**src/rtl/pc_seq_pkg.sv**
```systemverilog
// Shared types and encodings for the program-counter sequencer.
package pc_seq_pkg;

   typedef enum logic [1:0] {
      S_BOOT  = 2'b00,
      S_FETCH = 2'b01,
      S_DRAIN = 2'b10,
      S_HALT  = 2'b11
   } state_t;

   localparam logic [1:0] PCSRC_SEQ  = 2'b00;
   localparam logic [1:0] PCSRC_IMM  = 2'b01;
   localparam logic [1:0] PCSRC_REG  = 2'b10;
   localparam logic [1:0] PCSRC_HOLD = 2'b11;

   localparam logic BRK_IMM = 1'b0;
   localparam logic BRK_REG = 1'b1;

   function automatic logic [1:0] kind_to_src(input logic kind);
      return (kind == BRK_REG) ? PCSRC_REG : PCSRC_IMM;
   endfunction

endpackage

```
**src/rtl/pc_sequencer_sat_counter.sv**
```systemverilog
// Saturating event counter with enable; holds at all-ones.
module sat_counter #(
   parameter int W = 16
) (
   input  logic         clk,
   input  logic         reset,
   input  logic         i_en,
   output logic [W-1:0] o_count
);

   logic [W-1:0] r_count;

   always_ff @(posedge clk or negedge reset) begin
      if (!reset) begin
         r_count <= '0;
      end else if (i_en && (r_count != {W{1'b1}})) begin
         r_count <= r_count + 1'b1;
      end
   end

   assign o_count = r_count;

endmodule

```
**src/rtl/pc_sequencer.sv**
```systemverilog
// PC enable / next-PC select sequencer serialising redirects against a non-abortable fetch.
// Optional performance counters are built when PC_SEQ_PERF_EN is defined.
module pc_sequencer
   import pc_seq_pkg::*;
#(
   parameter int BOOT_CYCLES = 2,
   parameter int CNT_W       = 16
) (
   input  logic             clk,
   input  logic             reset,
   input  logic             imem_ready,
   input  logic             stall,
   input  logic             br_valid,
   input  logic             br_kind,
   input  logic             halt_req,
   output logic             pc_en,
   output logic [1:0]       pc_src,
   output logic             imem_req,
   output logic             flush,
   output logic             halted
`ifdef PC_SEQ_PERF_EN
   ,
   output logic [CNT_W-1:0] redirect_cnt,
   output logic [CNT_W-1:0] stall_cnt
`endif
);

   state_t     r_state;
   logic [3:0] r_boot_cnt;
   logic       r_pend_valid;
   logic       r_pend_kind;
   logic       r_halt_pend;

   state_t     w_state_next;
   logic [3:0] w_boot_cnt_next;
   logic       w_pend_valid_next;
   logic       w_pend_kind_next;
   logic       w_halt_pend_next;
   logic [1:0] w_src;
   logic       w_halt_now;
   logic       w_eff_valid;
   logic       w_eff_kind;

   always_comb begin
      w_state_next      = r_state;
      w_boot_cnt_next   = r_boot_cnt;
      w_pend_valid_next = r_pend_valid;
      w_pend_kind_next  = r_pend_kind;
      w_halt_pend_next  = r_halt_pend;
      w_src             = PCSRC_HOLD;
      w_halt_now        = r_halt_pend | halt_req;
      w_eff_valid       = r_pend_valid;
      w_eff_kind        = r_pend_kind;
      pc_en             = 1'b0;
      imem_req          = 1'b0;
      flush             = 1'b0;
      halted            = 1'b0;

      case (r_state)
         S_BOOT: begin
            if (halt_req) begin
               w_state_next = S_HALT;
            end else if (r_boot_cnt == 4'(BOOT_CYCLES - 1)) begin
               w_state_next = S_FETCH;
            end else begin
               w_boot_cnt_next = r_boot_cnt + 4'd1;
            end
         end

         S_FETCH: begin
            imem_req = 1'b1;
            if (halt_req) begin
               if (imem_ready) begin
                  w_state_next = S_HALT;
               end else begin
                  w_state_next     = S_DRAIN;
                  w_halt_pend_next = 1'b1;
               end
            end else if (br_valid) begin
               if (imem_ready) begin
                  pc_en = 1'b1;
                  w_src = kind_to_src(br_kind);
                  flush = 1'b1;
               end else begin
                  w_pend_valid_next = 1'b1;
                  w_pend_kind_next  = br_kind;
                  w_state_next      = S_DRAIN;
               end
            end else if (!stall && imem_ready) begin
               pc_en = 1'b1;
               w_src = PCSRC_SEQ;
            end
         end

         S_DRAIN: begin
            imem_req = 1'b1;
            // Youngest redirect wins, but once a halt is known no new redirect is accepted.
            if (br_valid && !w_halt_now) begin
               w_eff_valid = 1'b1;
               w_eff_kind  = br_kind;
            end
            if (imem_ready) begin
               if (w_eff_valid) begin
                  pc_en = 1'b1;
                  w_src = kind_to_src(w_eff_kind);
                  flush = 1'b1;
               end
               w_pend_valid_next = 1'b0;
               w_halt_pend_next  = 1'b0;
               w_state_next      = w_halt_now ? S_HALT : S_FETCH;
            end else begin
               w_pend_valid_next = w_eff_valid;
               w_pend_kind_next  = w_eff_kind;
               w_halt_pend_next  = w_halt_now;
            end
         end

         S_HALT: begin
            halted = 1'b1;
         end

         default: begin
            w_state_next = S_BOOT;
         end
      endcase
   end

   assign pc_src = pc_en ? w_src : PCSRC_HOLD;

   always_ff @(posedge clk or negedge reset) begin
      if (!reset) begin
         r_state      <= S_BOOT;
         r_boot_cnt   <= 4'd0;
         r_pend_valid <= 1'b0;
         r_pend_kind  <= BRK_IMM;
         r_halt_pend  <= 1'b0;
      end else begin
         r_state      <= w_state_next;
         r_boot_cnt   <= w_boot_cnt_next;
         r_pend_valid <= w_pend_valid_next;
         r_pend_kind  <= w_pend_kind_next;
         r_halt_pend  <= w_halt_pend_next;
      end
   end

`ifdef PC_SEQ_PERF_EN
   logic w_stall_ev;

   assign w_stall_ev = (r_state == S_FETCH) && stall && !br_valid;

   sat_counter #(.W(CNT_W)) u_redirect_cnt (
      .clk     (clk),
      .reset   (reset),
      .i_en    (flush),
      .o_count (redirect_cnt)
   );

   sat_counter #(.W(CNT_W)) u_stall_cnt (
      .clk     (clk),
      .reset   (reset),
      .i_en    (w_stall_ev),
      .o_count (stall_cnt)
   );
`endif

endmodule
```
**config.mk**
```make
export PLATFORM = sky130hd
export DESIGN_NAME = pc_sequencer
export DESIGN_NICKNAME = d
export VERILOG_FILES = /design/src/rtl/pc_seq_pkg.sv /design/src/rtl/pc_sequencer_sat_counter.sv /design/src/rtl/pc_sequencer.sv
export SDC_FILE = /design/constraint.sdc
export NUM_CORES = 1
export LEC_CHECK = 0
export ABC_CLOCK_PERIOD_IN_PS = 1600
export BUFFER_PORTS_ARGS = -buffer_cell sky130_fd_sc_hd__buf_2
export CAP_MARGIN = 10
export CORE_MARGIN = 2
export CORE_UTILIZATION = 30
export CTS_BUF_LIST = sky130_fd_sc_hd__clkbuf_8
export DETAILED_ROUTE_END_ITERATION = 12
export PLACE_DENSITY = 0.55
export SLEW_MARGIN = 40
export SYNTH_ARGS = -nofsm -noshare
export SYNTH_HDL_FRONTEND = slang
export SYNTH_HIERARCHICAL = 1
export SYNTH_SLANG_ARGS = --single-unit
```
**constraint.sdc**
```tcl
create_clock -name clk -period 1.6 [get_ports clk]
set_input_delay 0.32 -clock clk [delete_from_list [all_inputs] [get_ports clk]]
set_output_delay 0.32 -clock clk [all_outputs]
set_load 0.02 [all_outputs]
```
# After elaboration in Yosys (flattened, before gate mapping)
# Cells that the tools add are included.
# word_totals
register_bits,9
inputBits,7
output_inout_bits,6
elab_cells,83
# op_classes
add_sub_neg,1
n_eq_ne,13
mux,48
bitwise,3
n_reduce_logical,13
# op_table
op,n
2-bit two-way mux,16
1-bit two-way mux,25
"2-bit inequality test, second input constant",6
1-bit one-hot mux with 2 select lines,5
5-bit AND reduction,2
"3-bit inequality test, second input constant",3
2-bit one-hot mux with 3 select lines,1
3-bit AND reduction,2
"4-bit by 1-bit adder with 4-bit output, second input constant",1
"2-bit equality test, second input constant",2
"4-bit by 1-bit equality test with 1-bit output, second input constant",1
2-bit one-hot mux with 2 select lines,1
4-bit AND reduction,1
3-bit nonzero test,1
"2-bit by 1-bit equality test with 1-bit output, second input constant",1
1-bit logical AND,2
1-bit logical NOT,2
2-bit logical NOT,1
1-bit inverter,2
2-bit nonzero test,1
2-bit OR reduction,1
1-bit OR,1

# Longest topological paths before layout
# logic_depth
ltp_word,10
ltp_mapped,7
depth_no_buf,6

# Worst setup path after synthesis
# OpenSTA, ideal clock, no wires.
# synth_timing
path_type,reg-to-output
startpoint,reg r_state[0]
endpoint,out pc_src[1]
arrival_time_ps,1614
required_ps,1280
slack_ps,-334
stages_incl_launch_ff,8
path_buffers,1
path_cell_list,dfrtp_1 -> inv_1 -> ha_1 -> buf_6 -> nand3_1 -> a21oi_1 -> nor2b_1 -> o311ai_1
# synth_between
elab_chain_cells,3
word_cells_on_any_way,5
cone_classes,2 x eq/ne; 3 x mux
# synth_rtl
element,line,text
from (decl),pc_sequencer.sv:28,state_t r_state;
from (signal assigned),pc_sequencer.sv:138,r_state <= w_state_next;
2-bit equality test or 2-bit by 1-bit equality test with 1-bit output (tied branches),pc_sequencer.sv:59,case (r_state)
2-bit one-hot mux with 2 select lines or 1-bit one-hot mux with 2 select lines (tied branches),pc_sequencer.sv:59,
2-bit two-way mux *,pc_sequencer.sv:128,assign pc_src = pc_en ? w_src : PCSRC_HOLD;
to (decl),pc_sequencer.sv:17,"output logic [1:0] pc_src,"
# Every way passes the cells marked *; elsewhere a longest branch is shown, timed or not.

# Worst setup path in the final report
# Same ends and word-level chain as after synthesis.

==> out/summary.txt <==
Run status: finished, violations left
Failing checks: negative setup slack
CTS clock-pin slew for the worst setup and hold paths: 0.04 ns
Share of layout cells above drive strength 1: 65.12%
Hold crit path type: input port to register
Num ports: 13
Final Util: 61.62%
Vias in the first global route: 753
Met2 wire length: 1048 um
Synth async-reset ratio: 100.0%
Commonest non-fill, non-tap cells in the layout: buf_4 (31), buf_6 (11), dfrtp_1 (8)
Hold Slack: 0.4020 ns
Wirelength per Cell: 12.96 um
Primary FF master, synth: dfrtp_1
First-pass GRT wire length: 3429 um
Die Area: 0.002815 mm^2
DR top layer: met4
Sequential area share after synthesis: 31.20%
Root buf cell: clkbuf_8
Synth Cell Area: 721.9 um^2
Final setup skew: 0.003023 ns
CP required: 1.28 ns
Met3 wire length: 72 um
Crit-path cells: inv_2 -> ha_4 -> nand2_4 -> nor4bb_4 -> o311ai_4 -> buf_6
FILL cells: 192
Slew margin rel.: 76.54%
Final Hold Fails: 0
# rows: 17
Syn. warnings: 6
N_diodes: 0
Yosys cell types: 33
Static leakage: 0.6435 nW
Period Utilization, post-route: 117.9%
Largest net degree at the start of global routing: 12
Max VDD drop: 0.0003993 V
Antenna violations before repair: 0
RSZ-0062 raised after global routing: true
Drt first pass iters: 4
Worst reg-to-reg setup slack: -0.21 ns
Max clock buf depth: 2
Critical Path Max Stage Delay: 0.39 ns
Routed Antenna Nets: 0
Num CTS Buffers: 3
Final #Nets: 144
Most common cell after layout, fill and taps aside: buf_4
Syn Area/Cell: 9.256 um^2
IO buf count: 12
CTS Sinks: 9
DR iter-0 viols: 9
CTS tree: done
Vert. Die Dim: 53.06 um
Initial core utilization: 32.32%
Critical path peak fanout: 4
CP Launch Type: register
Count of final setup violators: 9
Final HPWL DP: 1374 um
H-tree depth: 1
Total grt overflow: 0
Least-Margin Pin Slew: 0.3482 ns
Syn nets: 92
Fmax: 530.0 MHz
Critical Path End Type: primary output
Count of final max-slew check failures: 0
Yosys reg bits: 9
Vias: 756
GRT Total Usage: 16.81%
CP max-delay cell: dfrtp_1
Die width: 53.06 um
Power Dens Cells: 395.4 mW/mm^2
Worst Path Arrival: 1.57 ns
Area of the core: 0.002233 mm^2
Vias per inst: 4.815
Setup ws final: -0.2867 ns
Min Tclk post-route: 1.887 ns
Worst-skew pair later-pin latency: 0.23 ns
Fin Setup TNS: -1.605 ns
Post-Syn Instances: 78
WL met1: 899 um
Number of enable flip-flop cells after synthesis: 0
Drc violations: 0
Area Overhead vs Synth: 90.64%
Gpl congestion: 0.7910
Max_cap viols: 0
CP Class: register to primary output
Overall routed net length: 2034 um
-- registers in the layout, summed over array words and instances (netlist names) --
name          cells
r_pend_valid      1
r_boot_cnt        4
r_pend_kind       1
r_halt_pend       1
r_state           2
-- worst paths after layout --
check,from,endpoint,cells after the start
setup / recovery,r_state[0],pc_src[1],6
hold / removal,br_kind,r_pend_kind,2
setup reg to reg,r_state[1],r_state[1],6
hold reg to reg,r_boot_cnt[3],r_boot_cnt[3],1
max in group asynchronous,reset,r_state[1],2
min in group asynchronous,reset,r_boot_cnt[1],2
-- cell type report --
| cell class | count | area (um^2) | share of cell area [%] |
|---|---|---|---|
| multi-input combinational | 59 | 640.6 | 46.55 |
| clock inverter | 1 | 3.754 | 0.2727 |
| timing repair buffer | 49 | 396.6 | 28.82 |
| tap | 28 | 35.03 | 2.545 |
| inverter | 8 | 32.53 | 2.364 |
| sequential | 9 | 226.5 | 16.45 |
| clock buffer | 3 | 41.29 | 3.000 |
-- critical path: cells and delay by family, from the launching register on --
kind / cells / cell delay [ns]
fa+ha+maj: 1 / 0.18
buf+inv: 2 / 0.24
simple gates: 2 / 0.41
flops: 1 / 0.39
compound gates: 1 / 0.11
-- timing repair --
action                                  CTS  global route
endpoints found under the setup margin    8             9
gates resized for setup                  38            10
pin swaps                                 7             3
setup buffers                             6             8
endpoints found under the hold margin     9             0
hold buffers                              1             0
-- Yosys cell counts, types with 2 or more instances --
| library cell | n | area (um^2) |
|---|---|---|
| a21oi_1 | 6 | 30.03 |
| mux2_1 | 3 | 33.78 |
| o21ai_0 | 4 | 20.02 |
| a21boi_1 | 2 | 15.01 |
| or2_1 | 2 | 12.51 |
| nor2_1 | 2 | 7.510 |
| nand3_1 | 3 | 15.01 |
| ha_1 | 7 | 87.58 |
| nand2_1 | 5 | 18.77 |
| xnor2_1 | 2 | 17.52 |
| nor2b_1 | 4 | 25.02 |
| dfrtp_1 | 9 | 225.2 |
| inv_1 | 7 | 26.28 |
| nor4_1 | 2 | 12.51 |
| mux2i_1 | 2 | 20.02 |
-- logic make-up after synthesis --
group	after synthesis	synth area share (%)
compound gates	20	20.28
xor+xnor	3	3.640
fa+ha+maj	7	12.13
buf+inv	10	6.586
flops	9	31.20
mux	5	7.452
simple gates	24	18.72
-- metrics by stage --
step                setup slack (ns)  total power, mW  cell area [um^2]  cells
global placement             -0.1885           0.2829              1054    140
CTS                          -0.2975           0.5513              1297    151
floorplan                    -0.1301           0.2486             794.5     78
global route                 -0.3860           0.5751              1376    157
finish                       -0.2867           0.5442              1376    157
detailed placement           -0.2473           0.2832              1054    140
-- metal layers --
metal | global-route usage [%] | vias to the layer above
li1 | - | 380
met1 | 21.07 | 360
met2 | 28.75 | 14
met3 | 5.085 | 2
met4 | 2.564 | 0
met5 | 0 | -
-- power by group --
| group | internal (mW) | leakage (nW) | total [mW] | switching [mW] |
|---|---|---|---|---|
| clock network | 0.167 | 0.0269 | 0.255 | 0.0884 |
| registers | 0.229 | 0.110 | 0.230 | 0.000948 |
| logic | 0.0261 | 0.507 | 0.0588 | 0.0327 |
| total | 0.422 | 0.644 | 0.544 | 0.122 |
(Power assumes the default switching activity.)
